==> src/rtl/uart_tx_arbiter.sv <==
// Four-requester arbiter in front of a single UART transmitter.
// Round-robin with per-requester lock for multi-byte messages; registered outputs.
module uart_tx_arbiter #(
    parameter int unsigned TIMEOUT = 15
) (
    input  logic        clk,
    input  logic        nreset,
    input  logic [3:0]  req,
    input  logic [31:0] req_data,
    input  logic [3:0]  req_lock,
    output logic [3:0]  ack,
    output logic        uart_wr,
    output logic [7:0]  uart_data,
    input  logic        uart_busy,
    output logic [1:0]  grant_id,
    output logic        active,
    output logic        err
);

    typedef enum logic [1:0] {StIdle, StIssue, StWaitBusy, StWaitIdle} state_e;

    state_e     state;
    logic [1:0] pointer;
    logic [3:0] tmo_cnt;
    logic       armed;
    logic       win_valid;
    logic [1:0] win_id;

    // A held lock on the last owner overrides rotation, even if it stalls the bus.
    always_comb begin
        win_valid = 1'b0;
        win_id    = pointer;
        if (req_lock[grant_id]) begin
            win_valid = req[grant_id];
            win_id    = grant_id;
        end else begin
            for (int k = 3; k >= 0; k--) begin
                if (req[pointer + 2'(k)]) begin
                    win_valid = 1'b1;
                    win_id    = pointer + 2'(k);
                end
            end
        end
    end

    always_ff @(posedge clk or negedge nreset) begin
        if (!nreset) begin
            state     <= StIdle;
            uart_wr   <= 1'b0;
            uart_data <= 8'h00;
            ack       <= 4'b0000;
            grant_id  <= 2'd0;
            pointer   <= 2'd0;
            active    <= 1'b0;
            err       <= 1'b0;
            tmo_cnt   <= 4'd0;
            armed     <= 1'b0;
        end else begin
            // armed delays the first arbitration to the second edge after reset
            armed   <= 1'b1;
            uart_wr <= 1'b0;
            ack     <= 4'b0000;
            unique case (state)
                StIdle: begin
                    if (armed && (|req) && !uart_busy && win_valid) begin
                        state     <= StIssue;
                        uart_wr   <= 1'b1;
                        uart_data <= req_data[{win_id, 3'b000} +: 8];
                        ack       <= 4'b0001 << win_id;
                        grant_id  <= win_id;
                        pointer   <= win_id + 2'd1;
                        active    <= 1'b1;
                    end
                end
                StIssue: begin
                    state   <= StWaitBusy;
                    tmo_cnt <= 4'd0;
                end
                StWaitBusy: begin
                    if (uart_busy) begin
                        state <= StWaitIdle;
                    end else if (tmo_cnt == 4'(TIMEOUT - 1)) begin
                        state  <= StIdle;
                        active <= 1'b0;
                        err    <= 1'b1;
                    end else if (tmo_cnt != 4'hf) begin
                        tmo_cnt <= tmo_cnt + 4'd1;
                    end
                end
                StWaitIdle: begin
                    if (!uart_busy) begin
                        state  <= StIdle;
                        active <= 1'b0;
                    end
                end
                default: state <= StIdle;
            endcase
        end
    end

endmodule
==> config.mk <==
export PLATFORM = sky130hd
export DESIGN_NAME = uart_tx_arbiter
export DESIGN_NICKNAME = d
export VERILOG_FILES = /design/src/rtl/uart_tx_arbiter.sv
export SDC_FILE = /design/constraint.sdc
export NUM_CORES = 1
export LEC_CHECK = 0
export BUFFER_PORTS_ARGS = -buffer_cell sky130_fd_sc_hd__buf_2
export CORE_AREA = 2 2 74 62
export DETAILED_ROUTE_END_ITERATION = 8
export DIE_AREA = 0 0 76 64
export PLACE_DENSITY_LB_ADDON = 0.08
export SKIP_CTS_REPAIR_TIMING = 1
export SLEW_MARGIN = 40
export SYNTH_ARGS = -nofsm -noshare
export SYNTH_HDL_FRONTEND = slang
export SYNTH_SLANG_ARGS = --single-unit
==> constraint.sdc <==
create_clock -name clk -period 5.7 [get_ports clk]
set_clock_uncertainty 0.15 [all_clocks]
set_input_delay 1.425 -clock clk [delete_from_list [all_inputs] [get_ports clk]]
set_output_delay 1.425 -clock clk [all_outputs]
set_load 0.01 [all_outputs]
* After elaboration in Yosys (flattened, before gate mapping)
Cells that the tools add are included.
** Word-level totals
- Output and inout bits :: 17
- Word-level logic and storage cells :: 88
- Bits of input ports :: 43
- Register bits :: 26
** Operators by class
- Magnitude comparators :: 5
- Reduce and logical (&&, ||, !) cells :: 13
- Mux-type cells :: 40
- Add/subtract/negate cells :: 5
- Shift-type cells :: 2
- Eq/ne operators :: 12
- Bitwise gates (word level) :: 1
** Operators by type and width (number)
- $shiftx A32 B6 Y8 :: 1
- $mux W4 :: 5
- $mux W2 :: 9
- $mux W1 :: 17
- $lt A2 B3 Y1 const B :: 5
- $bmux W1 S2 :: 6
- $ne A2 B2 Y1 const B :: 6
- $pmux W2 S4 :: 1
- $pmux W4 S2 :: 1
- $reduce_and A3 Y1 :: 2
- $reduce_and A5 Y1 :: 1
- $add A2 B1 Y2 const B :: 2
- $add A2 B2 Y2 const B :: 2
- $add A4 B1 Y4 const B :: 1
- $eq A2 B2 Y1 const B :: 2
- $eq A4 B4 Y1 const B :: 1
- $ne A4 B4 Y1 const B :: 1
- $reduce_and A4 Y1 :: 1
- $reduce_or A4 Y1 :: 1
- $shl A1 B2 Y4 const A :: 1
- $logic_and A1 B1 Y1 :: 3
- $ne A3 B3 Y1 const B :: 1
- $pmux W1 S3 :: 1
- $reduce_bool A3 Y1 :: 1
- other kinds (6) :: 6

* Longest topological paths before layout
- Depth in word-level cells :: 11
- Mapped depth :: 10
- Mapped depth without buffers :: 7

* Worst setup path before layout
OpenSTA, ideal clock, no wires.
- Kind :: input-to-reg
- Start point :: input port req[1]
- End point :: register pointer[1]
- Path slack :: 2.553 ns
- Data required time :: 5.424 ns
- Arrival :: 2.871 ns
- Cell stages on the path :: 9
- Path through :: buf_2 -> nor2_1 -> a2111o_1 -> a31oi_1 -> buf_2 -> inv_1 -> ha_1 -> nand2_1 -> o21ai_0
** RTL lines
- start, declared :: line 8 : input logic [3:0] req,
- $bmux W1 S2 :: line 38 : if (req[pointer + 2'(k)]) begin
- $mux W1 (not written as such) :: line 38
- $mux W2 (3 in series) :: line 38
- $mux W2 (*) :: line 38
- $mux W2 (*) :: line 33 : if (req_lock[grant_id]) begin
- named net win_id[1] :: line 27 : logic [1:0] win_id;
- $add A2 B1 Y2 (*) :: line 71 : pointer <= win_id + 2'd1;
- end signal, assigned :: line 71
- end, declared :: line 23 : logic [1:0] pointer;
The timed path passes the listed nets; every way through them passes the cells marked *. The select of a mux whose other input is x is not followed.
A chain may end at the register's enable or synchronous reset.

* Worst setup path in the final report
- Start point :: input port req[1]
- End point :: register uart_data[0]
** Between the ends
- Word-level cells in the longest chain between the ends :: 9
** RTL lines
- parallel branches: the longest is 9 deep, another holds $shiftx A32 B6 Y8
- end signal, assigned :: line 68 : uart_data <= req_data[{win_id, 3'b000} +: 8];
- end, declared :: line 13 : output logic [7:0] uart_data,
Several ways; the timed one is not identified. The select of a mux whose other input is x is not followed.

==> results.py <==
metrics = {
    "drt": {
        "via_per_inst": 5.10,
        "wire_per_inst_um": 13.9,
        "wl_um": 3750,
        "drc": 0,
        "drtPass1Iterations": 4,
        "drt_iter0_drc": 41,
        "vias": 1373,
        "ant_nets": 0,
    },
    "clock_tree": {
        "clkTransAtPathRegs_ns": 0.09,
        "clk_path_buf_depth": 2,
        "cts_tree": "yes",
        "numCtsBuffers": 3,
        "htree_levels": 1,
        "cts_sinks": 26,
        "root_buffer": "clkbuf_8",
        "clock_latency_ns": 0.27,
    },
    "setup_path": {
        "cp_max_fo": 12,
        "reg2reg_depth": 7,
        "crit_path_start_kind": "input pin",
        "r2r_start": "grant_id[0]",
        "critPathKind": "in2reg",
        "cp.required_ns": 5.69,
        "end_kind": "register",
        "reg2reg_slack_ns": 3.12,
        "r2r-end": "pointer[1]",
        "cp_data_arrival_time_ns": 3.26,
    },
    "cells_and_area": {
        "final_nets": 262,
        "layout-drive-gt1-share_pct": 44.3,
        "syn2layout_area_growth_pct": 21.8,
        "antennaDiodeCount": 0,
        "design_area_um2": 2030,
    },
    "sta": {
        "fin_ws_ns": 2.43,
        "period_share_pct": 57.4,
        "worstMarginPinSlew_ns": 0.682,
        "min_period_ns": 3.27,
        "rsz0062_at_grt": "false",
        "setup_tns_ns": 0,
        "maxSlewViolCount": 0,
        "finalHoldViolations": 0,
        "setup_viol": 0,
        "relSlewSlack_pct": 54.6,
        "fmax_mhz": 306,
        "fin_hold_ws_ns": 0.315,
    },
    "grt": {
        "grt_overflow": 0,
        "grt_pass1_wl_um": 6450,
        "grt_max_degree": 32,
        "antenna_found_initial": 0,
        "grtUsageTotal_pct": 16.2,
        "grt_pass1_vias": 1427,
    },
    "floorplan": {
        "boundaryPins": 60,
        "die-area_um2": 4860,
        "rows": 21,
        "fp.dieH_um": 64,
        "core_um2": 4070,
        "initial_core_util_pct": 40.9,
        "die_w_um": 76,
    },
    "logic_synthesis": {
        "synth_top_area_share_pct": 39.0,
        "synth-seq-cells": 26,
        "yosys.area.top_type": "dfrtp_1",
        "synth_top_cells_by_area": "dfrtp_1 39%, a221oi_2 6.3%, mux2i_1 6.0%",
        "yosysMostFrequentCell": "dfrtp_1",
        "netlist_area_um2": 1670,
        "synth_cell_types": 45,
        "ys_async_sr_fraction_pct": 100,
        "syn-num-nets": 207,
        "synth_edf_count": 0,
        "synthFlopType": "dfrtp_1",
        "yosysSeqAreaShare_pct": 39.0,
        "postSynthCellCount": 158,
        "syn_area_per_cell_um2": 10.5,
        "yosysWarnings": 0,
        "synth_common_cells": "26 x dfrtp_1, 17 x nor2_1, 10 x mux2i_1",
    },
    "place": {
        "io_buffers": 59,
        "dpl.hpwl_um": 2870,
        "dpl_cell_area_um2": 1980,
        "gp_congestion": 0.853,
        "dpl_worst_slack_ns": 2.10,
    },
    "worst_hold_path": {
        "hold_path_depth": 1,
        "min_path_type": "reg2reg",
        "min_to": "err",
        "min-delay-start": "err",
    },
    "run": {
        "drv_cap": 0,
    },
    "power_and_ir_drop": {
        "ir_drop_uv": 202,
        "power_density_nw_per_um2": 469,
        "p_leak_nw": 1.01,
    },
    "run_status": {
        "run_status": "complete, no violations",
    },
}
==> power breakdown <==
part           switching [mW]  internal, mW
registers              0.0672         0.251
logic                   0.282         0.233
clock network          0.0582        0.0617
total                   0.407         0.545
==> cell usage in the layout (no fill, tap or decap), drive strengths merged, types with 2 or more instances in the layout <==
cell,count
and2,5
inv,9
buf,60
a31o,8
nand2,6
ha,6
xor2,2
o211ai,2
nor2b,6
nor2,17
and3,2
dfrtp,26
a221oi,8
nand3,3
clkbuf,4
mux2,3
a21o,2
or2,2
a21oi,9
mux2i,10
o21ai,5
==> layer usage <==
layer / vias to the layer above / routed length [um] / GRT usage (%)
met5: - / 0 / 0
met4: 0 / 16 / 2.05
met3: 2 / 186 / 4.10
met2: 37 / 1750 / 28.7
met1: 659 / 1800 / 20.7
li1: 675 / - / -
==> final cells by class <==
type,count,area [um^2]
Fill cell,399,2040
Timing Repair Buffer,60,303
Multi-Input combinational cell,113,917
Sequential cell,26,651
Inverter,9,33.8
Tap cell,57,71.3
Clock buffer,4,55.1
==> cells by family after synthesis <==
family,synth area share (%)
other,0.225
AO/OA/AOI/OAI,23.9
AND/OR/NAND/NOR,15.0
multiplexers,9.61
flip-flops,39.0
adder cells (fa/ha/maj),4.50
buffers and inverters,6.61
XOR/XNOR,1.05
==> sequential cells by signal (all words and copies together) (netlist names) <==
| signal | count |
|---|---|
| uart_data | 8 |
| pointer | 2 |
| state | 2 |
| ack | 4 |
| uart_wr | 1 |
| tmo_cnt | 4 |
| err | 1 |
| active | 1 |
| grant_id | 2 |
| armed | 1 |
==> per-stage QoR <==
| stage | cells | utilization, % | total power [mW] |
|---|---|---|---|
| 6_report | 269 | 49.9 | 0.952 |
| 3_5_place_dp | 265 | 48.5 | 0.841 |
| 2_1_floorplan | 158 | - | 0.737 |
| 5_1_grt | 269 | 49.9 | 1.04 |
| 4_1_cts | 269 | 49.9 | 0.965 |
| 3_3_place_gp | 265 | 48.4 | 0.821 |
==> worst max path at each step <==
stage                     startpoint            to  slack (ns)  cells past startpoint
final                         req[1]  uart_data[0]        2.43                      6
after global routing          req[1]  uart_data[0]        2.26                      6
after CTS                     req[2]  uart_data[3]        2.41                      6
after detailed placement      req[1]  uart_data[0]        2.10                      6
after global placement        req[2]  uart_data[2]        1.93                      6
after floorplan               req[1]    pointer[1]        2.55                      9
==> critical path: stages <==
cell      delay (ns)
buf_2           0.17
nor2_1          0.07
a2111o_1        0.43
a31oi_2         0.53
and2_1          0.51
a221oi_2        0.11
Note: power is estimated with default switching activity, not from simulation.
